**config.mk**
```make
export PLATFORM = sky130hd
export DESIGN_NAME = drum_envelope
export DESIGN_NICKNAME = d
export VERILOG_FILES = /design/src/rtl/drum_envelope.sv
export SDC_FILE = /design/constraint.sdc
export NUM_CORES = 1
export LEC_CHECK = 0
export CAP_MARGIN = 25
export CORE_ASPECT_RATIO = 0.6
export CORE_MARGIN = 2
export CORE_UTILIZATION = 40
export CTS_CLUSTER_SIZE = 28
export DETAILED_ROUTE_END_ITERATION = 8
export GPL_ROUTABILITY_DRIVEN = 0
export PLACE_DENSITY = 0.64
export SETUP_SLACK_MARGIN = 0.3
export SYNTH_ARGS = -nofsm -noshare
export SYNTH_HDL_FRONTEND = slang
export SYNTH_SLANG_ARGS = --single-unit
export TNS_END_PERCENT = 20
```
**constraint.sdc**
```tcl
create_clock -name clk -period 11.8 [get_ports clk]
set_input_delay 2.95 -clock clk [delete_from_list [all_inputs] [get_ports clk]]
set_output_delay 2.95 -clock clk [all_outputs]
set_load 0.03 [all_outputs]
```
**src/rtl/drum_envelope.sv**
```systemverilog
// drum_envelope: attack/hold/decay amplitude envelope that scales offset-binary
// samples on each sample_tick, with a two-stage multiply pipeline to the DAC.
module drum_envelope #(
   parameter int HOLD_WIDTH = 16
) (
   input  logic                  clk,
   input  logic                  rst,
   input  logic                  trigger,
   input  logic                  sample_tick,
   input  logic [15:0]           sample_in,
   input  logic [15:0]           attack_step,
   input  logic [HOLD_WIDTH-1:0] hold_samples,
   input  logic [3:0]            decay_shift,
   output logic [15:0]           sample_out,
   output logic                  sample_out_valid,
   output logic [15:0]           env_level,
   output logic                  active
);
   typedef enum logic [1:0] {IDLE, ATTACK, HOLD, DECAY} state_t;
   state_t                state_q, state_d;
   logic [15:0]           env_q, env_d;
   logic [HOLD_WIDTH-1:0] cnt_q, cnt_d;
   logic [15:0]           p_q, p_d;
   logic                  v1_q;
   logic [15:0]           out_q, out_d;
   logic                  vld_q;
   logic [16:0]           sum;
   logic [16:0]           step;
   logic signed [15:0]    c;
   logic signed [32:0]    prod;
   always_comb begin
      sum = {1'b0, env_q} + {1'b0, attack_step};
      step = {1'b0, env_q >> decay_shift} + 17'd1;
      state_d = state_q;
      env_d = env_q;
      cnt_d = cnt_q;
      if (trigger) begin
         state_d = (attack_step == 16'd0) ? HOLD : ATTACK;
         env_d = (attack_step == 16'd0) ? 16'hFFFF : env_q;
         cnt_d = (attack_step == 16'd0) ? hold_samples : cnt_q;
      end else if (sample_tick) begin
         case (state_q)
            ATTACK: begin
               state_d = (sum >= 17'h0FFFF) ? HOLD : ATTACK;
               env_d = (sum >= 17'h0FFFF) ? 16'hFFFF : sum[15:0];
               cnt_d = (sum >= 17'h0FFFF) ? hold_samples : cnt_q;
            end
            HOLD: begin
               state_d = (cnt_q == '0) ? DECAY : HOLD;
               cnt_d = (cnt_q == '0) ? cnt_q : cnt_q - HOLD_WIDTH'(1);
            end
            DECAY: begin
               state_d = ({1'b0, env_q} <= step) ? IDLE : DECAY;
               env_d = ({1'b0, env_q} <= step) ? 16'd0 : env_q - step[15:0];
            end
            default: env_d = 16'd0;
         endcase
      end
      // stage 1 uses the level before this cycle's envelope update
      c = sample_in ^ 16'h8000;
      prod = 33'(c) * 33'($signed({1'b0, env_q}));
      p_d = sample_tick ? 16'(prod >>> 16) : p_q;
      out_d = v1_q ? (p_q ^ 16'h8000) : out_q;
   end
   always_ff @(posedge clk) begin
      if (!rst) begin
         state_q <= IDLE;
         env_q <= 16'd0;
         cnt_q <= '0;
         p_q <= 16'd0;
         v1_q <= 1'b0;
         out_q <= 16'h8000;
         vld_q <= 1'b0;
      end else begin
         state_q <= state_d;
         env_q <= env_d;
         cnt_q <= cnt_d;
         p_q <= p_d;
         v1_q <= sample_tick;
         out_q <= out_d;
         vld_q <= v1_q;
      end
   end
   assign sample_out = out_q;
   assign sample_out_valid = vld_q;
   assign env_level = env_q;
   assign active = (state_q != IDLE);
endmodule

```
After elaboration in Yosys (flattened, before gate mapping). Index checks and enable logic that the tools add are counted.

Bitwise gates (word level): 2. $lt $le $gt $ge: 2. Reductions and logical operators: 9. Div/mod/pow operators: 0. Add/subtract/negate cells: 4. Shifts and indexed selects: 1. Equal/unequal tests: 7. Multiplexer cells: 19. Multiply operators: 1.

Operators with widths (number): 16-bit two-way mux (10); 16-bit case mux with 3 select lines (1); 16-bit zero test (2); 16-bit by 17-bit multiplier with 32-bit output (1); 16-bit case mux with 2 select lines (1); 16-bit by 1-bit adder with 17-bit output (second input constant) (1); 16-bit by 16-bit adder with 17-bit output (1); 17-bit by 16-bit >= comparator with 1-bit output (second input constant) (1); 16-bit by 17-bit less-or-equal comparator with 1-bit output (1); 16-bit by 4-bit >> shifter with 16-bit output (1); 16-bit by 1-bit subtractor with 16-bit output (second input constant) (1); 16-bit subtractor (1); 2-bit two-way mux (5); 3-bit != test (second input constant) (2); 2-bit case mux with 3 select lines (1); 5-bit AND reduction (1); 2-bit equality test (second input constant) (2); 2-bit nonzero test (2); 4-bit nonzero test (1); 3-bit AND reduction (1); 3-bit nonzero test (1); 2-bit by 1-bit equality test with 1-bit output (second input constant) (1); 2-bit by 1-bit != test with 1-bit output (second input constant) (1); 2-bit != test (second input constant) (1); other kinds (3) (4).

Flip-flop bits (word level): 68. Output and inout port bits: 34. Word-level logic and storage cells: 52. Latch bits: 0. Memory bits (read-only): 0. Memories kept: 0. Bits in writable memories: 0.

Longest topological paths before layout.
Depth in word-level cells: 7. Depth in mapped cells: 26. Gate-level depth less buffers: 22.

Worst setup path before layout. OpenSTA, ideal clock, no wires.

Path kind: input -> register. Start: in sample_in[1]. End: reg p_q[15]. Library setup time: 0.062 ns. Buffers on the path: 1. Cell stages on the path: 19. Data required time: 11.738 ns. Setup slack: 2.729 ns. Arrival: 9.009 ns. Cells stage by stage: clkbuf_1 -> nand2_1 -> fa_1 -> fa_1 -> fa_1 -> fa_1 -> inv_1 -> fa_1 -> fa_1 -> ha_1 -> a21oi_1 -> nor2b_1 -> a2111oi_0 -> a21oi_1 -> o41a_1 -> a221oi_2 -> o21ai_0 -> or4_1 -> nand3_1.

Longest elaborated chain between the ends: 1.

RTL lines: from (decl) (line 10) `input logic [15:0] sample_in,`; 16-bit by 17-bit multiplier with 32-bit output (line 61) `prod = 33'(c) * 33'($signed({1'b0, env_q}));`; to (signal assigned) (line 78) `p_q <= p_d;`; to (decl) (line 23) `logic [15:0] p_q, p_d;`.

No other way between the ends. A chain may end at the register's enable or synchronous reset.

Worst setup path in the final report. Ends and elaborated chain as after synthesis.

==> results_dict.tcl <==
set metrics [dict create \
    io_pins 90 \
    synth_area_leaders "fa_1 28%, ha_1 14%, dfxtp_1 9.8%" \
    synthesis.yosys.warnings 0 \
    skew_ps 14.1 \
    run_status "finished clean" \
    timing.rr.end "p_q[15]" \
    ant_nets 0 \
    rsz0062_at_grt "false" \
    setup.worst_path.end_class "flop" \
    async_flop_share_pct 0 \
    first_iter_violations 1050 \
    dieHeight_um 148 \
    critical_path.max_fanout 16 \
    final.period_utilization_pct 85.9 \
    routed_wirelength_um 40600 \
    synth_area_leader_cell "fa_1" \
    synthCells 1619 \
    max_slew_margin_pct 35.0 \
    cts_made_buffers 9 \
    syn_area_sq_um 13900 \
    min_to "cnt_q[2]" \
    synthesis.nets 2022 \
    dieArea_sq_um 36300 \
    critPathLaunch "sample_in[1]" \
    grt_pass1_vias 11500 \
    setup_viol 0 \
    place_ws_ps 1310 \
    fp.coreArea_sq_um 34000 \
    htree_num_levels 3 \
    crit_type "in -> reg" \
    ctsHoldBuffers 0 \
    die_w_um 245 \
    ys_seq_elements 68 \
    initial_core_util_pct 40.9 \
    antenna_found_initial 1 \
    nets 2064 \
    finish.utilization_pct 45.8 \
    ys_top_cells_by_count "238 x inv_1, 195 x fa_1, 169 x nand2_1" \
    drive_above_1_share_pct 4.56 \
    cts_num_sinks 68 \
    power_uw 1900 \
    insertion_delay_ps 350 \
    synth_cell_types 72 \
    required_ps 12080 \
    synth_seq_area_share_pct 9.80 \
    grt_usage_pct 23.2 \
    clk_pin_slew_worst_paths_ps 60 \
    r2r_cells 19 \
    timing.rr.start "env_level[10]" \
    tns_ps 0 \
    cts_setup_buffers 0 \
    reg2reg_slack_ps 4320 \
    timing.final.ws_setup_ps 1660 \
    max_freq_ghz 0.0987 \
    fp-row-count 52 \
    via_per_inst 5.46 \
    drt_pass1_iterations 5 \
    cts_resized 0 \
    syn_to_final_growth_pct 11.9 \
    grt_max_degree 41 \
    synth-main-ff-cell "dfxtp_1" \
    synth_edf_count 0 \
    cp-start-kind "input pin" \
    cts_root_buffer "clkbuf_16" \
    overflow 0 \
    cts_tree "built" \
    detailroute.via_count 11600 \
    hpwl_um 32200 \
    wl_per_cell_um 19.1 \
    dp_cells 2107 \
    hold_start "cnt_q[2]" \
    io_buffer_count 89 \
    power_density_nw_per_um2 122 \
    arrival_ps 10420 \
    synth_top_cell_area_share_pct 28.1 \
    drc 0 \
    total_leakage_power_uw 0.00725 \
    synth.most_common_cell "inv_1" \
    ir_worst_vdd_mv 0.0936 \
    period_needed_ps 10140 \
    worstHoldPathType "reg -> reg" \
    tightest_slew_ps 973 \
    slew_viol_final 0 \
    holdPathStages 2 \
    hold_viol 0 \
    cts_buffer_depth 2 \
    instances_no_fill 2126 \
    grt_pass1_wl_um 65600 \
    drv_cap 0 \
    syn_area_per_cell_sq_um 8.58 \
]
[through the flow]
| step | hold slack (ps) | area (sq um) |
|---|---|---|
| 2_1_floorplan | 442 | 13900 |
| 3_3_place_gp | 475 | 15200 |
| 3_5_place_dp | 484 | 15200 |
| 4_1_cts | 488 | 15500 |
| 5_1_grt | 518 | 15500 |
| 6_report | 487 | 15500 |
[flip-flops by register name (all words and copies together), names as in the netlist]
register,cells
state_q,2
v1_q,1
p_q,16
sample_out,16
env_level,16
sample_out_valid,1
cnt_q,16
[cells in the final DEF (no fill, tap or decap), drive strengths merged, types with 13 or more instances in the layout]
cell type      netlist  layout
clkdlybuf4s50        0      89
and2               119     119
xnor2               32      32
nand3               16      16
mux2i               45      45
a21o                13      13
nor2                91      91
buf                 15      26
o21a                13      13
inv                238     239
xor2                18      18
ha                 152     152
nand2              169     169
dfxtp               68      68
nor4                17      17
a21oi               75      75
o21ai               65      65
fa                 195     195
nor3                25      25
[area by class of cell]
type                            count  area [sq um]
Fill cell                        3331         18400
Tap cell                          459           574
Clock buffer                       12           267
Timing Repair Buffer              115          1120
Clock inverter                      4          55.1
Multi-Input combinational cell   1228         11300
Sequential cell                    68          1360
Inverter                          239           897
Antenna cell                        1          2.50
[worst max path at each step]
| stage | end | slack [ps] |
|---|---|---|
| floorplan | p_q[15] | 2730 |
| global placement | p_q[15] | 1480 |
| CTS | p_q[15] | 1670 |
| global route | p_q[15] | 1180 |
| finish | p_q[15] | 1660 |
| detailed placement | p_q[15] | 1310 |
[worst max-delay path: stages]
cell and delay [ps]:
clkdlybuf4s50_1 860, nand2_1 160, fa_1 550, fa_1 590, fa_1 450, fa_1 540, inv_1 50, fa_1 510
fa_1 490, ha_1 320, a21oi_1 130, nor2b_1 110, a2111oi_0 750, a21oi_1 210, o41a_1 510, a221oi_2 360
o21ai_0 230, or4_1 540, nand3_1 90
[where the power goes]
group	switching, uW	total (uW)	leakage, uW	internal, uW
registers	29.2	289	0.000556	260
logic	768	1320	0.00654	551
clock network	112	294	0.000155	182
total	909	1900	0.00725	993
[logic make-up after synthesis]
logic type	Yosys count	share of synthesized area (%)
AND/OR/NAND/NOR	513	18.4
adder cells (fa/ha/maj)	347	41.8
AO/OA/AOI/OAI	255	12.1
XOR/XNOR	50	3.15
multiplexers	63	5.68
flip-flops	68	9.80
buffers and inverters	323	9.06
[per-layer routing]
layer  up-vias  global-route usage [%]  routed length [um]
li1       5419                       -                   -
met1      5692                    36.0               19800
met2       482                    31.9               16100
met3        24                    6.30                4190
met4         0                    3.99                 504
met5         -                       0                   0
Power figures use the tool's default switching activity.
